**src/rtl/uart_in_feeder_pkg.sv**
```systemverilog
`default_nettype none
// +----------------------------------------------------------------------+
// | Module      : uart_in_feeder_pkg                                     |
// | Description : Shared UART sim types and the "no data" character.     |
// | Revision    : 1.0 - initial release                                  |
// +----------------------------------------------------------------------+
package uart_in_feeder_pkg;

    typedef logic [7:0] uart_ch_t;

    localparam uart_ch_t UART_EMPTY_CH = 8'hff;

endpackage
`default_nettype wire

```
**src/rtl/sim_sync_fifo.sv**
```systemverilog
`default_nettype none
// +----------------------------------------------------------------------+
// | Module      : sim_sync_fifo                                          |
// | Description : Circular-buffer FIFO with occupancy count, no bypass.  |
// | Revision    : 1.0 - initial release                                  |
// +----------------------------------------------------------------------+
module sim_sync_fifo #(
    parameter int DEPTH = 16,
    parameter int WIDTH = 8
) (
    input  logic                       clock,
    input  logic                       reset,
    input  logic                       push,
    input  logic [WIDTH-1:0]           push_data,
    input  logic                       pop,
    output logic [WIDTH-1:0]           pop_data,
    output logic [$clog2(DEPTH):0]     count
);

    localparam int c_AW = $clog2(DEPTH);
    localparam int c_CW = c_AW + 1;

    logic [WIDTH-1:0] r_mem [DEPTH];
    logic [c_AW-1:0]  r_rd_ptr;
    logic [c_AW-1:0]  r_wr_ptr;
    logic [c_CW-1:0]  r_count;
    logic             w_push_ok;
    logic             w_pop_ok;

    assign w_push_ok = push && (r_count != c_CW'(DEPTH));
    assign w_pop_ok  = pop  && (r_count != '0);

    // Storage is deliberately left unreset; only pointers define content.
    always_ff @(posedge clock) begin
        if (w_push_ok) begin
            r_mem[r_wr_ptr] <= push_data;
        end
    end

    always_ff @(posedge clock) begin
        if (reset) begin
            r_rd_ptr <= '0;
            r_wr_ptr <= '0;
            r_count  <= '0;
        end else begin
            if (w_push_ok) begin
                r_wr_ptr <= r_wr_ptr + c_AW'(1);
            end
            if (w_pop_ok) begin
                r_rd_ptr <= r_rd_ptr + c_AW'(1);
            end
            case ({w_push_ok, w_pop_ok})
                2'b10:   r_count <= r_count + c_CW'(1);
                2'b01:   r_count <= r_count - c_CW'(1);
                default: r_count <= r_count;
            endcase
        end
    end

    assign pop_data = r_mem[r_rd_ptr];
    assign count    = r_count;

endmodule
`default_nettype wire

```
**src/rtl/uart_in_feeder.sv**
```systemverilog
`default_nettype none
// +----------------------------------------------------------------------+
// | Module      : uart_in_feeder                                         |
// | Description : Host-fed UART input responder with pacing gap.         |
// | Revision    : 1.0 - initial release                                  |
// +----------------------------------------------------------------------+
module uart_in_feeder
    import uart_in_feeder_pkg::*;
#(
    parameter int          DEPTH      = 16,
    parameter int unsigned GAP_CYCLES = 0,
    parameter uart_ch_t    EMPTY_CH   = UART_EMPTY_CH
) (
    input  logic                   clock,
    input  logic                   reset,
    input  logic                   host_valid,
    input  uart_ch_t               host_ch,
    output logic                   host_ready,
    input  logic                   io_uart_in_valid,
    output uart_ch_t               io_uart_in_ch,
    output logic [$clog2(DEPTH):0] fifo_count,
    output logic [31:0]            rx_total,
    output logic [31:0]            empty_reads
);

    localparam int c_CW = $clog2(DEPTH) + 1;

    uart_ch_t          w_head;
    logic [c_CW-1:0]   w_count;
    logic              w_deliverable;
    logic              w_pop;
    logic              w_push;
    logic [31:0]       r_gap_cnt;
    logic [31:0]       r_rx_total;
    logic [31:0]       r_empty_reads;

    assign host_ready    = (w_count != c_CW'(DEPTH));
    assign w_push        = host_valid && host_ready;
    assign w_deliverable = (w_count != '0) && (r_gap_cnt == '0);
    assign w_pop         = io_uart_in_valid && w_deliverable;
    assign io_uart_in_ch = w_deliverable ? w_head : EMPTY_CH;

    sim_sync_fifo #(
        .DEPTH (DEPTH),
        .WIDTH (8)
    ) u_fifo (
        .clock     (clock),
        .reset     (reset),
        .push      (w_push),
        .push_data (host_ch),
        .pop       (w_pop),
        .pop_data  (w_head),
        .count     (w_count)
    );

    // Gap counter: READY when zero, GAP otherwise; a delivery reloads it.
    always_ff @(posedge clock) begin
        if (reset) begin
            r_gap_cnt <= '0;
        end else if (w_pop) begin
            r_gap_cnt <= 32'(GAP_CYCLES);
        end else if (r_gap_cnt != '0) begin
            r_gap_cnt <= r_gap_cnt - 32'd1;
        end
    end

    always_ff @(posedge clock) begin
        if (reset) begin
            r_rx_total    <= '0;
            r_empty_reads <= '0;
        end else if (io_uart_in_valid) begin
            if (w_deliverable) begin
                r_rx_total <= r_rx_total + 32'd1;
            end else begin
                r_empty_reads <= r_empty_reads + 32'd1;
            end
        end
    end

    assign fifo_count  = w_count;
    assign rx_total    = r_rx_total;
    assign empty_reads = r_empty_reads;

endmodule
`default_nettype wire

```
**config.mk**
```make
export PLATFORM = sky130hd
export DESIGN_NAME = uart_in_feeder
export DESIGN_NICKNAME = d
export VERILOG_FILES = /design/src/rtl/uart_in_feeder_pkg.sv /design/src/rtl/sim_sync_fifo.sv /design/src/rtl/uart_in_feeder.sv
export SDC_FILE = /design/constraint.sdc
export NUM_CORES = 1
export LEC_CHECK = 0
export ABC_AREA = 1
export CORE_AREA = 2 2 177 179
export CTS_CLUSTER_SIZE = 30
export DETAILED_ROUTE_END_ITERATION = 6
export DIE_AREA = 0 0 179 181
export GPL_TIMING_DRIVEN = 0
export PLACE_DENSITY = 0.59
export SYNTH_ARGS = -nofsm -noshare
export SYNTH_HDL_FRONTEND = slang
export SYNTH_SLANG_ARGS = --single-unit
```
**constraint.sdc**
```tcl
create_clock -name clock -period 6.19 [get_ports clock]
set_clock_uncertainty 0.2 [all_clocks]
set_input_delay 0.9285 -clock clock [delete_from_list [all_inputs] [get_ports clock]]
set_output_delay 0.9285 -clock clock [all_outputs]
set_load 0.1 [all_outputs]
```
==> Word-level counts from Yosys, hierarchy flattened <==
Memories as Yosys holds them, arrays and structs flattened. A register that Yosys moved wholly into a read port is not among the register bits.
Index checks and enable logic that the tools add are counted.
{ "totals": {"ff_bits": 109, "ramBits": 128, "in_bits": 12, "out_inout_bits": 78, "word_cells": 36, "n_memories": 1} }
{ "classes": {"add_sub_neg": 7, "eq_ne": 3, "mux": 6, "bitwise_logic": 1, "n_reduce_logical": 12} }
{ "mem_list": {"columns": ["name", "depth", "width", "read_ports", "rd_clocked_by_memory_dff", "wr", "line_no", "text"], "rows": [
  ["u_fifo.r_mem", 16, 8, 1, 1, 1, "sim_sync_fifo.sv:23", "logic [WIDTH-1:0] r_mem [DEPTH];"]
]} }
{ "ops": {"columns": ["cell", "count"], "rows": [
  ["adder 32 x 1 -> 32 bit (second input constant)", 2],
  ["logical NOT 32 bit", 1],
  ["nonzero test 32 bit", 1],
  ["subtractor 32 x 1 -> 32 bit (second input constant)", 1],
  ["case mux 5 bit (2 select lines)", 1],
  ["adder 4 x 1 -> 4 bit (second input constant)", 2],
  ["2-to-1 mux 4 bit", 2],
  ["2-to-1 mux 8 bit", 1],
  ["adder 5 x 1 -> 5 bit (second input constant)", 1],
  ["logical AND 1 bit", 5],
  ["inequality test 5 bit (second input constant)", 1],
  ["nonzero test 5 bit", 1],
  ["subtractor 5 x 1 -> 5 bit (second input constant)", 1],
  ["AND reduction 2 bit", 2],
  ["== test 2 x 1 -> 1 bit (second input constant)", 1],
  ["== test 2 bit (second input constant)", 1],
  ["2-to-1 mux 1 bit", 2],
  ["nonzero test 2 bit", 1],
  ["OR reduction 2 bit", 1],
  ["inverter 1 bit", 1]
]} }

==> Logic depth before layout (Yosys ltp) <==
{ "logic_depth": {"depth_word": 6, "mapped_depth": 22, "mapped_depth_nobuf": 21} }

==> Cells and area by module <==
A second synthesis with hierarchy kept.
{ "hier_totals": {"hier_cells": 1477, "area_unflattened_um2": 12104.1} }
{ "modules_own_cells": {"columns": ["module", "n_inst", "cells_per_inst", "area_per_inst_um2", "seq_area_each_um2"], "rows": [
  ["sim_sync_fifo", 1, 475, 6135.9, 4184.0],
  ["uart_in_feeder", 1, 1002, 5968.2, 1921.8]
]} }

==> Least setup slack after synthesis <==
No wires, ideal clock.
{ "synth_timing": {"path_type": "register -> register", "from": "register u_fifo.r_count[4] (netlist: u_fifo.count[4])", "to": "register u_fifo.r_count[4] (netlist: u_fifo.count[4])", "setup_ps": 132, "arrival_ps": 4191, "required_time_ps": 5858, "slack_ps": 1667, "stages_incl_launch_ff": 15, "n_path_buf": 1, "synth_period_minus_slack_ps": 4523, "path_cell_list": "dfxtp_1 > nand4_1 > nand2_1 > ha_1 > clkbuf_1 > xor2_1 > ha_1 > inv_1 > nand2_1 > nand2_1 > or2_2 > nand3_1 > nand2_1 > nand2_1 > a21oi_1"} }
{ "synth_via": {"elab_cells_between_ends": 13, "cone_classes": "add/sub: 2; eq/ne: 3; mux: 1; reduce/logical: 7"} }
{ "synth_rtl": {"columns": ["item", "line_no", "text"], "rows": [
  ["start: declaration", "sim_sync_fifo.sv:26", "logic [c_CW-1:0] r_count;"],
  ["start signal: assignment", "sim_sync_fifo.sv:53", "2'b10: r_count <= r_count + c_CW'(1);"],
  ["start signal: assignment", "sim_sync_fifo.sv:54", "2'b01: r_count <= r_count - c_CW'(1);"],
  ["start signal: assignment", "sim_sync_fifo.sv:55", "default: r_count <= r_count;"],
  ["inequality test 5 bit *", "uart_in_feeder.sv:37", "assign host_ready = (w_count != c_CW'(DEPTH));"],
  ["via host_ready", "uart_in_feeder.sv:18", "output logic host_ready,"],
  ["logical AND 1 bit", "uart_in_feeder.sv:38", "assign w_push = host_valid && host_ready;"],
  ["logical AND 1 bit *", "sim_sync_fifo.sv:30", "assign w_push_ok = push && (r_count != c_CW'(DEPTH));"],
  ["== test 2 x 1 -> 1 bit / == test 2 bit (equally long branches)", "sim_sync_fifo.sv:52", "case ({w_push_ok, w_pop_ok})"],
  ["case mux 5 bit (2 select lines) / nonzero test 2 bit (equally long branches)", null, null]
]} }
Mark *: on every way through the listed nets, which the timed path passes. The rest lies on a longest branch.
A chain may end at the register's enable or synchronous reset.

==> metrics.cfg <==
[floorplanning]
die_y_microns=181
die_w_microns=179
core_area_sq_um=30300
ios=90
rows=64
die-area_sq_um=32400
initial_core_util_pct=39.5

[power_and_ir_drop]
p_per_area_nw_per_um2=361
p_total_mw=5.17
p_leak_nw=4.94
peakVddDrop_v=0.000227

[yosys]
syn_area_per_cell_sq_um=8.01
synth_top_area_share_pct=32.1
syn_nets=1519
yosys_warnings=0
ys_ff_latch=241
synth_top_cell_by_area=edfxtp_1
ys_seq_area_share_pct=51.0
synth_cells=1495
yosysMostFrequentCell=nand2_1
synthFlopType=edfxtp_1
synth_edf_count=128
synth_cell_types=31
async_flop_share_pct=0
synth_common_cells=nand2_1 (390), nor2_1 (310), edfxtp_1 (128)
synth_area_leaders=edfxtp_1 (32%), dfxtp_1 (19%), nand2_1 (12%), nor2_1 (9.7%), o21ai_0 (3.7%)
netlist_area_sq_um=12000

[clock_tree]
clk_pin_slew_ns=0.06
clk_latency_ns=0.54
cts_buffers=28
cts_tree=done
cts_resized=0
cts_htree_levels=1
cts_num_sinks=241
clockBufferDepth=3
cts_root_buf=clkbuf_16
cts-hold-fix-buffers=0
postCtsSetupBuffers=0

[timing]
slew-limit-headroom_pct=30.8
fin_crit_sh_pct=79.2
period_needed_ns=4.90
hold_viol=0
worstMarginPinSlew_ns=1.03
drv_slew=0
setup_violations=0
whs_ns=0.282
rsz0062_at_grt=no
fmax_mhz=204
finalSetupTns_ns=0
setup_slack_ns=1.29

[route]
vias_per_cell=5.09
routedWlPerCell_microns=16.6
drtPass1Iterations=5
vias=10300
postRouteAntennaNets=0
drt-initial-drc-count=760
routed_wl_microns=33700
drcViolationCount=0

[layout]
post-route-util_pct=47.2
drive_above_1_share_pct=6.85
fin_area_sq_um=14300
areaGrowthSynthToFinish_pct=19.7
fin_cells=2030
diodes=0
nNetsFinal=1637
fillers=2964

[critical_path]
worst_ep_arrival_time_ns=3.77
r2r_setup_slack_ns=2.53
crit_fanout=10
reg2reg_from=r_gap_cnt[0]
critPathLaunchType=register
cp-end-kind=primary output
endpoint=io_uart_in_ch[7]
required_ns=5.06
ff2ff_path_depth=22
r2r_end=u_fifo.count[4]
crit_type=register to primary output

[placement]
post-place-ws_ns=1.83
dp_hpwl_microns=24000
dp.cells=1979
io_buffers=88
placed_area_sq_um=13400
place.gp.congestion=0.922

[hold_path]
hp-class=register to register

[outcome]
status=finished, final reports clean

[global_routing]
grt_max_degree=17
grt_pass1_vias=9967
antenna_found_initial=0
gr-usage-all-layers_pct=20.9
grt_pass1_wl_microns=53500
grt-ovfl-total=0

[job]
maxCapViolCount=0

-- sequential cells by signal, indices dropped and copies added (netlist names), named ones only --
name,count
u_fifo.r_mem,128
empty_reads,32
r_gap_cnt,32
u_fifo.r_wr_ptr,4
rx_total,32
u_fifo.count,5
u_fifo.r_rd_ptr,4
-- report_power, final --
part	internal [mW]	total, mW	switching [mW]
registers	1.79	1.89	0.0990
logic	0.479	1.53	1.06
clock network	1.09	1.75	0.655
-- metal layers --
layer | vias up | global-route usage (%) | share of wire, %
met5 | - | 0 | 0
met2 | 295 | 34.6 | 46
li1 | 5161 | - | -
met1 | 4812 | 28.4 | 45
met3 | 59 | 3.09 | 6.2
met4 | 0 | 6.02 | 2.6
-- worst min path at each step --
stage                       from  slack (ns)  cells past startpoint      endpoint
detailed placement  r_gap_cnt[0]        0.27                      2  r_gap_cnt[0]
global route        r_gap_cnt[0]        0.30                      2  r_gap_cnt[0]
global placement    r_gap_cnt[0]        0.27                      2  r_gap_cnt[0]
CTS                 r_gap_cnt[0]        0.28                      2  r_gap_cnt[0]
floorplan           r_gap_cnt[0]        0.26                      2  r_gap_cnt[0]
finish              r_gap_cnt[0]        0.28                      2  r_gap_cnt[0]
-- cell type report --
class | instances | area (sq um) | area share [%]
sequential | 241 | 6110 | 42.6
multi-input combinational | 1123 | 5310 | 37.0
timing repair buffer | 88 | 881 | 6.15
clock buffer | 37 | 786 | 5.48
tap | 396 | 495 | 3.46
inverter | 74 | 283 | 1.97
buffer | 57 | 278 | 1.94
clock inverter | 14 | 196 | 1.37
-- critical path: stages (launching register included) --
cell,delay (ns)
dfxtp_1,0.30
clkbuf_1,0.47
clkbuf_1,0.49
o21ai_0,0.16
o21ai_0,0.40
o211ai_1,0.13
nand3_1,0.12
clkdlybuf4s50_1,1.15
-- placed cells by master (no fill, tap or decap), types with 4 or more instances in the layout --
cell type	count
a21oi_1	64
a21oi_2	20
buf_1	9
buf_2	7
buf_4	4
bufinv_16	5
clkbuf_1	39
clkbuf_16	29
clkdlybuf4s50_1	88
clkinv_1	5
clkinv_2	4
dfxtp_1	113
edfxtp_1	128
ha_1	12
inv_1	70
nand2_1	390
nand2_2	24
nand3_1	83
nand3b_1	14
nand4_1	10
nor2_1	310
nor2_2	5
nor3_1	8
o211ai_1	32
o21ai_0	89
xnor2_1	35
xor2_1	22
-- kinds of logic (layout without fill, tap and decap cells) --
| family | count (synthesis) | after routing | share of synthesized area [%] |
|---|---|---|---|
| simple gates | 848 | 848 | 29.0 |
| compound gates | 206 | 206 | 9.93 |
| xor+xnor | 57 | 57 | 4.17 |
| flops | 241 | 241 | 51.0 |
| buf+inv | 131 | 270 | 4.68 |
| fa+ha+maj | 12 | 12 | 1.25 |
Note: power is estimated with default switching activity, not from simulation.
==> patch 1 (same settings) <==
`DEPTH` is set to 16 in 2 places; all go to 8.
--- a/src/rtl/sim_sync_fifo.sv
+++ b/src/rtl/sim_sync_fifo.sv
@@ -5,7 +5,7 @@
 // | Revision    : 1.0 - initial release                                  |
 // +----------------------------------------------------------------------+
 module sim_sync_fifo #(
-    parameter int DEPTH = 16,
+    parameter int DEPTH = 8,
     parameter int WIDTH = 8
 ) (
     input  logic                       clock,
--- a/src/rtl/uart_in_feeder.sv
+++ b/src/rtl/uart_in_feeder.sv
@@ -7,7 +7,7 @@
 module uart_in_feeder
     import uart_in_feeder_pkg::*;
 #(
-    parameter int          DEPTH      = 16,
+    parameter int          DEPTH      = 8,
     parameter int unsigned GAP_CYCLES = 0,
     parameter uart_ch_t    EMPTY_CH   = UART_EMPTY_CH
 ) (
Interface: changed (resized fifo_count); port bits go from 90 to 89. The function was not compared with the original's and may differ.
==> patch 1 against the original RTL <==
- the flow now finishes with violations (DRC)
- sequential cell count shrank 68
- first-iteration DRC count down 15%
- routed wire length shrank 23%
- power shrank 31%
- count of clock-buffer cells in the layout shrank 16
- worst setup slack improved by 0.31 ns
- area after synthesis shrank 25%
- cell area shrank 24%
- largest cell class is now multi-input combinational cells
- critical path depth fell by 1
==> patch 1: results (changes against the original RTL) <==
[synth]
synth_edf_count = 64  ; -50%
synth_area_leaders = dfxtp_1, edfxtp_1, nand2_1, nor2_1, a21oi_1
synth_nets = 1262  ; -17%
synth_ff_type = dfxtp_1
yosysSeqAreaShare_pct = 45.8  ; -5.2 points

[clocking]
clock_path_buffers = 2  ; -1
clk_latency_ns = 0.43  ; -0.11 ns
cts_sinks = 173  ; -28%
h-tree-depth = 4  ; +3

[critical_path]
crit_arrival_ns = 3.46  ; -0.31 ns
r2r_start = r_gap_cnt[28]
worstSetupEndpoint = io_uart_in_ch[0]
r2r_end = u_fifo.count[2]

[placed_design]
globalplace.congestion = 0.955  ; +3.6%
dp_hpwl_microns = 19000  ; -21%

[run_status]
status = complete, but fails checks
violations = DRC

[cells_and_area]
nNetsFinal = 1367  ; -16%
nonClkBufAreaFrac_pct = 9.64  ; +1.6 points
nClkBuffers = 21  ; -43%
num-nonclk-inverters = 65  ; -12%
clk_share_pct = 5.08  ; -1.8 points
seq_share_pct = 37.8  ; -4.8 points
buffers = 125  ; -14%
fillers = 3182  ; +7.4%

[min_path]
min_from = r_gap_cnt[1]

[power]
ir_drop_mv = 0.197  ; -13%
pg_clk_mw = 1.01  ; -42%
comb_power_share_pct = 34.1  ; +4.4 points

[grt]
grt_pass1_vias = 7830  ; -21%
grt_pass1_wl_microns = 41500  ; -23%
track_usage_pct = 16.4  ; -4.6 points
use_met1_pct = 23.6  ; -4.8 points

[route]
wl_met2_microns = 11500  ; -26%
drc = 11  ; +11
via_per_inst = 4.78  ; -6.1%
met1_length_microns = 12700  ; -17%
avgRoutedWirePerCell_microns = 14.8  ; -11%
initialDrtViolationCount = 648  ; -15%

[sta]
min_period_ns = 4.59  ; -0.311 ns

[patch 1: cell count changes after synthesis, sizes merged, moves of 4 or more]
cell | before | now
edfxtp | 128 | 64
o32ai | 0 | 16
o21ai | 89 | 25
a21oi | 84 | 80
dfxtp | 113 | 109
nor2 | 317 | 253
o211ai | 32 | 0
clkbuf | 34 | 24
inv | 71 | 63
nand3 | 84 | 78
buf | 23 | 15
[patch 1: cells by family after synthesis]
group | after synthesis | synth area share (%)
flops | 173 | 45.8
compound gates | 121 | 7.43
xor+xnor | 54 | 5.28
simple gates | 780 | 35.4
buf+inv | 104 | 4.82
fa+ha+maj | 9 | 1.26
[patch 1: through the flow]
step / std cells / power [mW] / cell area (sq um) / hold slack (ns)
floorplan: 1241 / 2.32 / 8960 / 0.254
global placement: 1723 / 2.58 / 10300 / 0.272
detailed placement: 1723 / 2.59 / 10300 / 0.284
CTS: 1755 / 3.60 / 10900 / 0.296
global route: 1755 / 3.82 / 10900 / 0.317
finish: 1755 / 3.58 / 10900 / 0.293
==> patch 2 (same settings) <==
Without the edit above. Put a register stage on the output `fifo_count`, with the module's reset. The value now appears one clock later. The other outputs are not delayed to match.
--- a/src/rtl/uart_in_feeder.sv
+++ b/src/rtl/uart_in_feeder.sv
@@ -77,7 +77,13 @@
         end
     end
 
-    assign fifo_count  = w_count;
+    always_ff @(posedge clock) begin
+        if (reset) begin
+            fifo_count <= '0;
+        end else begin
+            fifo_count <= w_count;
+        end
+    end
     assign rx_total    = r_rx_total;
     assign empty_reads = r_empty_reads;
 
Formal check against the unedited RTL: not equivalent (a bounded check fails within 4 cycles, from zero or initial values and one cycle with reset high).
==> patch 2 against the original RTL <==
- worst setup slack gained 0.017 ns
- first-iteration DRC count shrank 8.4%
- count of clock-buffer cells in the layout grew 2
- power shrank 4.9%
- cell area grew 1.0%
- critical path depth is the same
- final cell count grew 0.89%
- non-clock buffer count is the same
- sequential cell count grew 5
- routed wire length grew 0.38%
- global-route usage is essentially flat
- area after synthesis grew 1.2%
- largest cell class unchanged
- highest routed layer is now met5
==> patch 2: results (changes against the original RTL) <==
[placed_design]
dp_slack_ns = 1.87  ; +0.0396 ns
dp_hpwl_microns = 24100  ; +0.50%
portBuffers = 87  ; -1.1%
dp_cells = 1996  ; +0.86%

[critical_path]
crit_arrival_ns = 3.75  ; -0.02 ns
critical_path.max_fanout = 10  ; unchanged

[cells_and_area]
drive_gt1_share_pct = 6.42  ; -0.44 points
syn_to_final_growth_pct = 19.4
nNetsFinal = 1654  ; +1.0%
instances_no_fill = 2048  ; +0.89%
fillers = 2988  ; +0.81%

[synth]
synthTopCellsByCount = nand2_1, nor2_1, edfxtp_1
synth_area_leaders = edfxtp_1, dfxtp_1, nand2_1, nor2_1, o21ai_0
synth_nets = 1537  ; +1.2%
avgSynthCellArea_sq_um = 8.01  ; about the same
yosysSeqAreaShare_pct = 51.2  ; +0.20 points
synth_edf_count = 128  ; unchanged

[route]
wl_microns = 33800  ; +0.38%
route.vias.total = 10400  ; +0.29%
dr.pass1.iters = 7  ; +2
initialDrtViolationCount = 696  ; -8.4%

[clocking]
clock_path_buffers = 3  ; unchanged
cts_inserted_buffers = 28  ; unchanged

[grt]
grt_pass1_wl_microns = 53700  ; +0.40%
grt_pass1_vias = 9900  ; -0.67%
track_usage_pct = 20.9  ; about the same

[sta]
max_freq_mhz = 205  ; +0.35%
holdWs_ns = 0.304  ; +0.0217 ns
worst_pin_slew_ns = 1.01  ; -0.0223 ns

[run_status]
status = complete, no violations

[min_path]
hold_end = r_gap_cnt[5]
min_from = r_gap_cnt[5]

[power]
p_leak_nw = 5.00  ; +1.2%

==> patch 2: cell types whose count changed after synthesis, moves of 4 or more <==
cell,change
inv_1,+9
nand4_1,+4
dfxtp_1,+5
nor2_1,+7
nand2_1,-8
==> patch 2: cell families (layout without fill, tap and decap cells) <==
logic type / count (synthesis) / in the layout / share of synthesized area (%)
simple gates: 852 / 852 / 28.9
flops: 246 / 246 / 51.2
compound gates: 206 / 206 / 9.82
buf+inv: 140 / 279 / 4.69
xor+xnor: 57 / 57 / 4.12
fa+ha+maj: 12 / 12 / 1.24
==> patch 2: power breakdown <==
group / total [mW] / leakage [nW] / switching, mW / internal [mW]
Combinational: 1.27 / 2.41 / 0.888 / 0.378
Sequential: 1.88 / 2.11 / 0.0767 / 1.81
Clock: 1.77 / 0.473 / 0.672 / 1.10
Total: 4.92 / 5.00 / 1.64 / 3.28
==> patch 2: per-layer routing <==
layer,GRT usage (%),vias to the layer above,share of wire [%]
met5,0,-,0.038
li1,-,5212,-
met4,4.78,2,2.0
met2,35.2,275,47
met3,2.71,52,5.8
met1,28.6,4816,46
==> patch 2: area by class of cell <==
cell class | count | share of cell area [%]
sequential | 246 | 42.9
tap | 396 | 3.42
inverter | 82 | 2.13
clock inverter | 13 | 1.33
clock buffer | 39 | 5.48
multi-input combinational | 1127 | 37.0
buffer | 58 | 1.79
timing repair buffer | 87 | 6.02
==> patch 2: how the worst max path moves through the flow <==
stage	end	cells past startpoint
3_3_place_gp	io_uart_in_ch[7]	7
5_1_grt	io_uart_in_ch[4]	7
3_5_place_dp	io_uart_in_ch[7]	7
6_report	io_uart_in_ch[7]	7
2_1_floorplan	u_fifo.count[4]	15
4_1_cts	io_uart_in_ch[7]	7
